==> src/rtl/sram_rr_arbiter.sv <==
// Round-robin front end sharing one single-port synchronous SRAM between two clients.
// SRAM controls are registered on grant; read data is routed back by a 2-stage tag pipe.
module sram_rr_arbiter #(
  parameter int p_addr_bit = 5,
  parameter int p_data_bit = 32
) (
  input  logic                  CLK,
  input  logic                  RSTN,
  input  logic                  REQ0,
  input  logic                  REQ1,
  input  logic                  WE0,
  input  logic                  WE1,
  input  logic [p_addr_bit-1:0] ADDR0,
  input  logic [p_addr_bit-1:0] ADDR1,
  input  logic [p_data_bit-1:0] WDATA0,
  input  logic [p_data_bit-1:0] WDATA1,
  output logic                  GNT0,
  output logic                  GNT1,
  output logic                  RVALID0,
  output logic                  RVALID1,
  output logic [p_data_bit-1:0] RDATA,
  output logic                  SRAM_CEN,
  output logic                  SRAM_WEN,
  output logic [p_addr_bit-1:0] SRAM_A,
  output logic [p_data_bit-1:0] SRAM_D,
  input  logic [p_data_bit-1:0] SRAM_Q
);

  typedef enum logic {
    PORT0 = 1'b0,
    PORT1 = 1'b1
  } port_e;

  port_e                  last_gnt_q, last_gnt_d;
  logic                   gnt0, gnt1;
  logic                   cen_q, cen_d;
  logic                   wen_q, wen_d;
  logic [p_addr_bit-1:0]  a_q, a_d;
  logic [p_data_bit-1:0]  d_q, d_d;
  logic                   rd1_q, rd1_d;
  port_e                  port1_q, port1_d;
  logic                   rd2_q, rd2_d;
  port_e                  port2_q, port2_d;

  // Under contention the port that did not win last time is favoured.
  always_comb begin : arbiter
    gnt0 = 1'b0;
    gnt1 = 1'b0;
    if (RSTN) begin
      if (REQ0 && REQ1) begin
        gnt0 = (last_gnt_q == PORT1);
        gnt1 = (last_gnt_q == PORT0);
      end else begin
        gnt0 = REQ0;
        gnt1 = REQ1;
      end
    end
  end

  always_comb begin : next_state
    last_gnt_d = last_gnt_q;
    cen_d      = 1'b1;
    wen_d      = 1'b1;
    a_d        = a_q;
    d_d        = d_q;
    rd1_d      = 1'b0;
    port1_d    = PORT0;
    rd2_d      = rd1_q;
    port2_d    = port1_q;
    if (gnt0) begin
      last_gnt_d = PORT0;
      cen_d      = 1'b0;
      wen_d      = ~WE0;
      a_d        = ADDR0;
      d_d        = WDATA0;
      rd1_d      = ~WE0;
      port1_d    = PORT0;
    end else if (gnt1) begin
      last_gnt_d = PORT1;
      cen_d      = 1'b0;
      wen_d      = ~WE1;
      a_d        = ADDR1;
      d_d        = WDATA1;
      rd1_d      = ~WE1;
      port1_d    = PORT1;
    end
  end

  always_ff @(posedge CLK or negedge RSTN) begin
    if (!RSTN) begin
      last_gnt_q <= PORT1;
      cen_q      <= 1'b1;
      wen_q      <= 1'b1;
      a_q        <= '0;
      d_q        <= '0;
      rd1_q      <= 1'b0;
      port1_q    <= PORT0;
      rd2_q      <= 1'b0;
      port2_q    <= PORT0;
    end else begin
      last_gnt_q <= last_gnt_d;
      cen_q      <= cen_d;
      wen_q      <= wen_d;
      a_q        <= a_d;
      d_q        <= d_d;
      rd1_q      <= rd1_d;
      port1_q    <= port1_d;
      rd2_q      <= rd2_d;
      port2_q    <= port2_d;
    end
  end

  // Stage 2 lines up with the SRAM's registered Q, so data passes straight through.
  assign GNT0     = gnt0;
  assign GNT1     = gnt1;
  assign RVALID0  = rd2_q && (port2_q == PORT0);
  assign RVALID1  = rd2_q && (port2_q == PORT1);
  assign RDATA    = SRAM_Q;
  assign SRAM_CEN = cen_q;
  assign SRAM_WEN = wen_q;
  assign SRAM_A   = a_q;
  assign SRAM_D   = d_q;

endmodule

==> config.mk <==
export PLATFORM = sky130hd
export DESIGN_NAME = sram_rr_arbiter
export DESIGN_NICKNAME = d
export VERILOG_FILES = /design/src/rtl/sram_rr_arbiter.sv
export SDC_FILE = /design/constraint.sdc
export NUM_CORES = 1
export LEC_CHECK = 0
export ABC_CLOCK_PERIOD_IN_PS = 1300
export CELL_PAD_IN_SITES_DETAIL_PLACEMENT = 0
export CELL_PAD_IN_SITES_GLOBAL_PLACEMENT = 1
export CORE_ASPECT_RATIO = 0.7
export CORE_UTILIZATION = 23
export CTS_CLUSTER_DIAMETER = 50
export DETAILED_ROUTE_END_ITERATION = 12
export GPL_TIMING_DRIVEN = 0
export PLACE_DENSITY = 0.76
export SETUP_SLACK_MARGIN = 0.05
export SLEW_MARGIN = 20
export SYNTH_ARGS = -nofsm -noshare
export SYNTH_HDL_FRONTEND = slang
export SYNTH_SLANG_ARGS = --single-unit
export TNS_END_PERCENT = 30
==> constraint.sdc <==
create_clock -name CLK -period 1.3 [get_ports CLK]
set_input_delay 0.26 -clock CLK [delete_from_list [all_inputs] [get_ports CLK]]
set_output_delay 0.26 -clock CLK [all_outputs]
set_load 0.01 [all_outputs]
# Word level (Yosys, flattened, before mapping)
# Cells that the tools add are included.
totals:
  regBits: 44
  output_inout_bits: 75
  elab_cells: 35
  input_bits: 112
classes:
  reduce_logical: 4
  bitwise: 4
  n_mux: 18
ops:
  columns: ["op", "n"]
  rows:
  - ["$mux 32", 2]
  - ["$mux 1", 14]
  - ["$mux 5", 2]
  - ["$not 1->1", 4]
  - ["$logic_and 1x1->1", 3]
  - ["$reduce_bool 2->1", 1]

# Logic depth before layout (Yosys ltp)
logic_depth:
  depth_word: 5
  mapped_depth: 5
  ltp_nobuf: 4

# Worst setup path before layout
# Ideal clock, no wire load.
synth_path:
  path_type: "reg-to-output"
  start: "register last_gnt_q"
  end: "output GNT1"
  n_path_buf: 1
  arrival_ns: 0.978
  stages_incl_launch_ff: 5
  setup_slack_ns: 0.062
  t_required_ns: 1.040
  cell_sequence: "dfstp_2 nor2b_4 buf_4 o21ai_2 inv_2"
synth_via:
  elab_chain_cells: 3
synth_lines:
  columns: ["element", "line_no", "rtl"]
  rows:
  - ["start: declaration", "34", "port_e last_gnt_q, last_gnt_d;"]
  - ["start signal: assignment", "101", "last_gnt_q <= last_gnt_d;"]
  - ["$not 1->1", "52", "gnt1 = (last_gnt_q == PORT0);"]
  - ["$mux 1", "50", "if (REQ0 && REQ1) begin"]
  - ["$mux 1", "49", "if (RSTN) begin"]
  - ["end: declaration", "18", "output logic GNT1,"]
# Every way passes these cells.

# Final worst setup path
# Same ends and word-level chain as after synthesis.

==> metrics.txt <==
status=complete, but fails checks; failing checks=hold timing, setup timing; Gate Count Post-Synth=270; Ant. Diodes=0; # nets final=566; TritonCTS clock tree=done; DP HPWL=6.99 mm; Layout Area Growth over Synthesis=91.8%; Worst-path clk slew=0.07 ns; Placeable Area=10,500 um^2; reg-to-reg critical path startpoint=last_gnt_q$_DFFE_PN1P_; final hold violations=41; Post-Route WL=10.1 mm; commonest non-fill, non-tap cell in the layout=clkdlybuf4s50_1; first-pass GRT wire length=15.1 mm; CP Max Fanout=3; Finished Layout Cells=586; DRC viols=0; crit path time final=1.63 ns; TritonCTS buffer count=5; CTS Buffer Depth=2; Mapped Area=2500 um^2; fmax=614 MHz; reg2reg setup slack=-0.25 ns; register area share after synthesis=44.1%; PD cells=958 nW/um^2; vias per std cell=4.88; Hold WS=-0.166 ns; clk sinks=44; Boundary Pins=187; Total GRT Usage=17.7%; Synth Area per Inst=9.28 um^2; Initial DRC Count=130; setup violators final=42; IO buf count=154; Final Max Slew Viols=0; routed via count=2,858; Initial Utilization=23.9%; initial antenna violation count=0; vias in the first global route=2,828; Avg WL per Cell=17.3 um; startpoint class of the critical path=register; WP data required=1.04 ns; commonest cells after routing, fill and taps aside=108 x clkdlybuf4s50_1, 48 x buf_4, 41 x dfrtp_1, 37 x nor2_1, 37 x a31oi_1; Max Cap Viol=0; global route overflow=0; fin worst setup slack=-0.329 ns; Static Leak=1.93 nW; synthesized flop and latch total=44; clock skew=0.00930 ns; Die H=89.3 um; critical path class=reg -> out; setup repair after global routing missed its margin=true; Antenna Nets Post-Route=0; largest net degree at the start of global routing=48; Rel. slew slack=65.4%; synth warn=0; Synthesized Nets=382; worst hold-check path type=in -> async; R2R depth=8; num rows=31; Clock Tree Root=clkbuf_16; Yosys cell types=21; Die ar.=11,300 um^2; Placed Instances=556; Initial DRT Pass Iterations=6; DIE WIDTH=127 um; total negative slack=-7.66 ns; htree depth=2; Max VDD drop=0.000423 V; Worst-Margin Slew=0.519 ns; clock latency at the later pin of the worst-skew pair=0.29 ns; total power=4.60 mW; FF-to-FF End=SRAM_D[11]$_DFFE_PN0P_; share of cells above drive strength 1=27.8%; Data arrival, critical path=1.37 ns; fin crit share=125%; critical path endpoint category=primary output; Placer Congestion=0.778
[area by class of cell]
class	count	area, um^2
Multi-Input combinational cell	159	1090
Fill cell	1038	5670
Sequential cell	44	1100
Tap cell	132	165
Timing Repair Buffer	177	1810
Clock inverter	1	5.00
Inverter	4	15.0
Clock buffer	6	129
Buffer	63	483
[metal layers]
| layer | up-vias | global-route usage, % | routed length, um |
|---|---|---|---|
| met2 | 143 | 29.1 | 4620 |
| li1 | 1352 | - | - |
| met1 | 1355 | 23.2 | 4570 |
| met3 | 8 | 5.15 | 881 |
| met5 | - | 0 | 0 |
| met4 | 0 | 4.44 | 68 |
[sequential cells by signal, indices dropped and copies added, names as in the netlist]
name        flops
SRAM_CEN        1
port1_q         1
SRAM_A          5
SRAM_D         32
SRAM_WEN        1
rd2_q           1
rd1_q           1
port2_q         1
last_gnt_q      1
[critical path, stage by stage (launching register included)]
cell and delay (ns):
dfstp_2 0.56, nor2b_4 0.05, buf_8 0.12, o21ai_4 0.17, inv_2 0.06, buf_6 0.12
[power breakdown]
group	internal (mW)	switching (mW)	leakage, nW	total, mW
combinational	0.972	0.738	1.37	1.71
clock	0.701	0.542	0.0667	1.24
sequential	1.55	0.0930	0.496	1.65
[cell usage after synthesis, drive strengths merged]
library cell / number / area [um^2]
buf: 60 / 414
dfrtp: 41 / 1030
o21a: 1 / 8.76
nor2b: 2 / 20.0
inv: 4 / 15.0
nor2: 38 / 143
a22oi: 1 / 12.5
and2: 1 / 6.26
nand2: 3 / 11.3
o32ai: 1 / 8.76
o21ai: 38 / 194
a31oi: 37 / 231
clkbuf: 3 / 11.3
dfstp: 3 / 78.8
o2111ai: 37 / 324
[per-stage QoR]
| step | util [%] | worst slack (ns) | area, um^2 |
|---|---|---|---|
| after floorplan | - | 0.0618 | 2500 |
| after global routing | 45.9 | -0.377 | 4800 |
| final | 45.9 | -0.329 | 4800 |
| after detailed placement | 40.2 | -1.14 | 4210 |
| after global placement | 40.2 | -2.98 | 4210 |
| after CTS | 44.6 | -0.344 | 4670 |
[how the worst max path moves through the flow]
stage                            from    to  slack (ns)  cells after the start
6_report       last_gnt_q$_DFFE_PN1P_  GNT1       -0.33                      5
5_1_grt        last_gnt_q$_DFFE_PN1P_  GNT1       -0.38                      5
4_1_cts        last_gnt_q$_DFFE_PN1P_  GNT1       -0.34                      5
3_5_place_dp                     RSTN  GNT1       -1.14                      6
3_3_place_gp                     RSTN  GNT1       -2.98                      6
2_1_floorplan  last_gnt_q$_DFFE_PN1P_  GNT1        0.06                      4
[kinds of logic after synthesis]
family,count (synthesis),share of synthesized area (%)
flops,44,44.1
buf+inv,67,17.6
simple gates,44,7.19
compound gates,115,31.1
[timing repair]
action                     in CTS  in global routing
pin swaps                      23                 20
setup buffers                  14                  6
resized for setup             103                 26
setup endpoints to repair      84                 52
gates cloned                    3                  0
hold endpoints to repair       41                 41
Note: power is estimated with default switching activity, not from simulation.
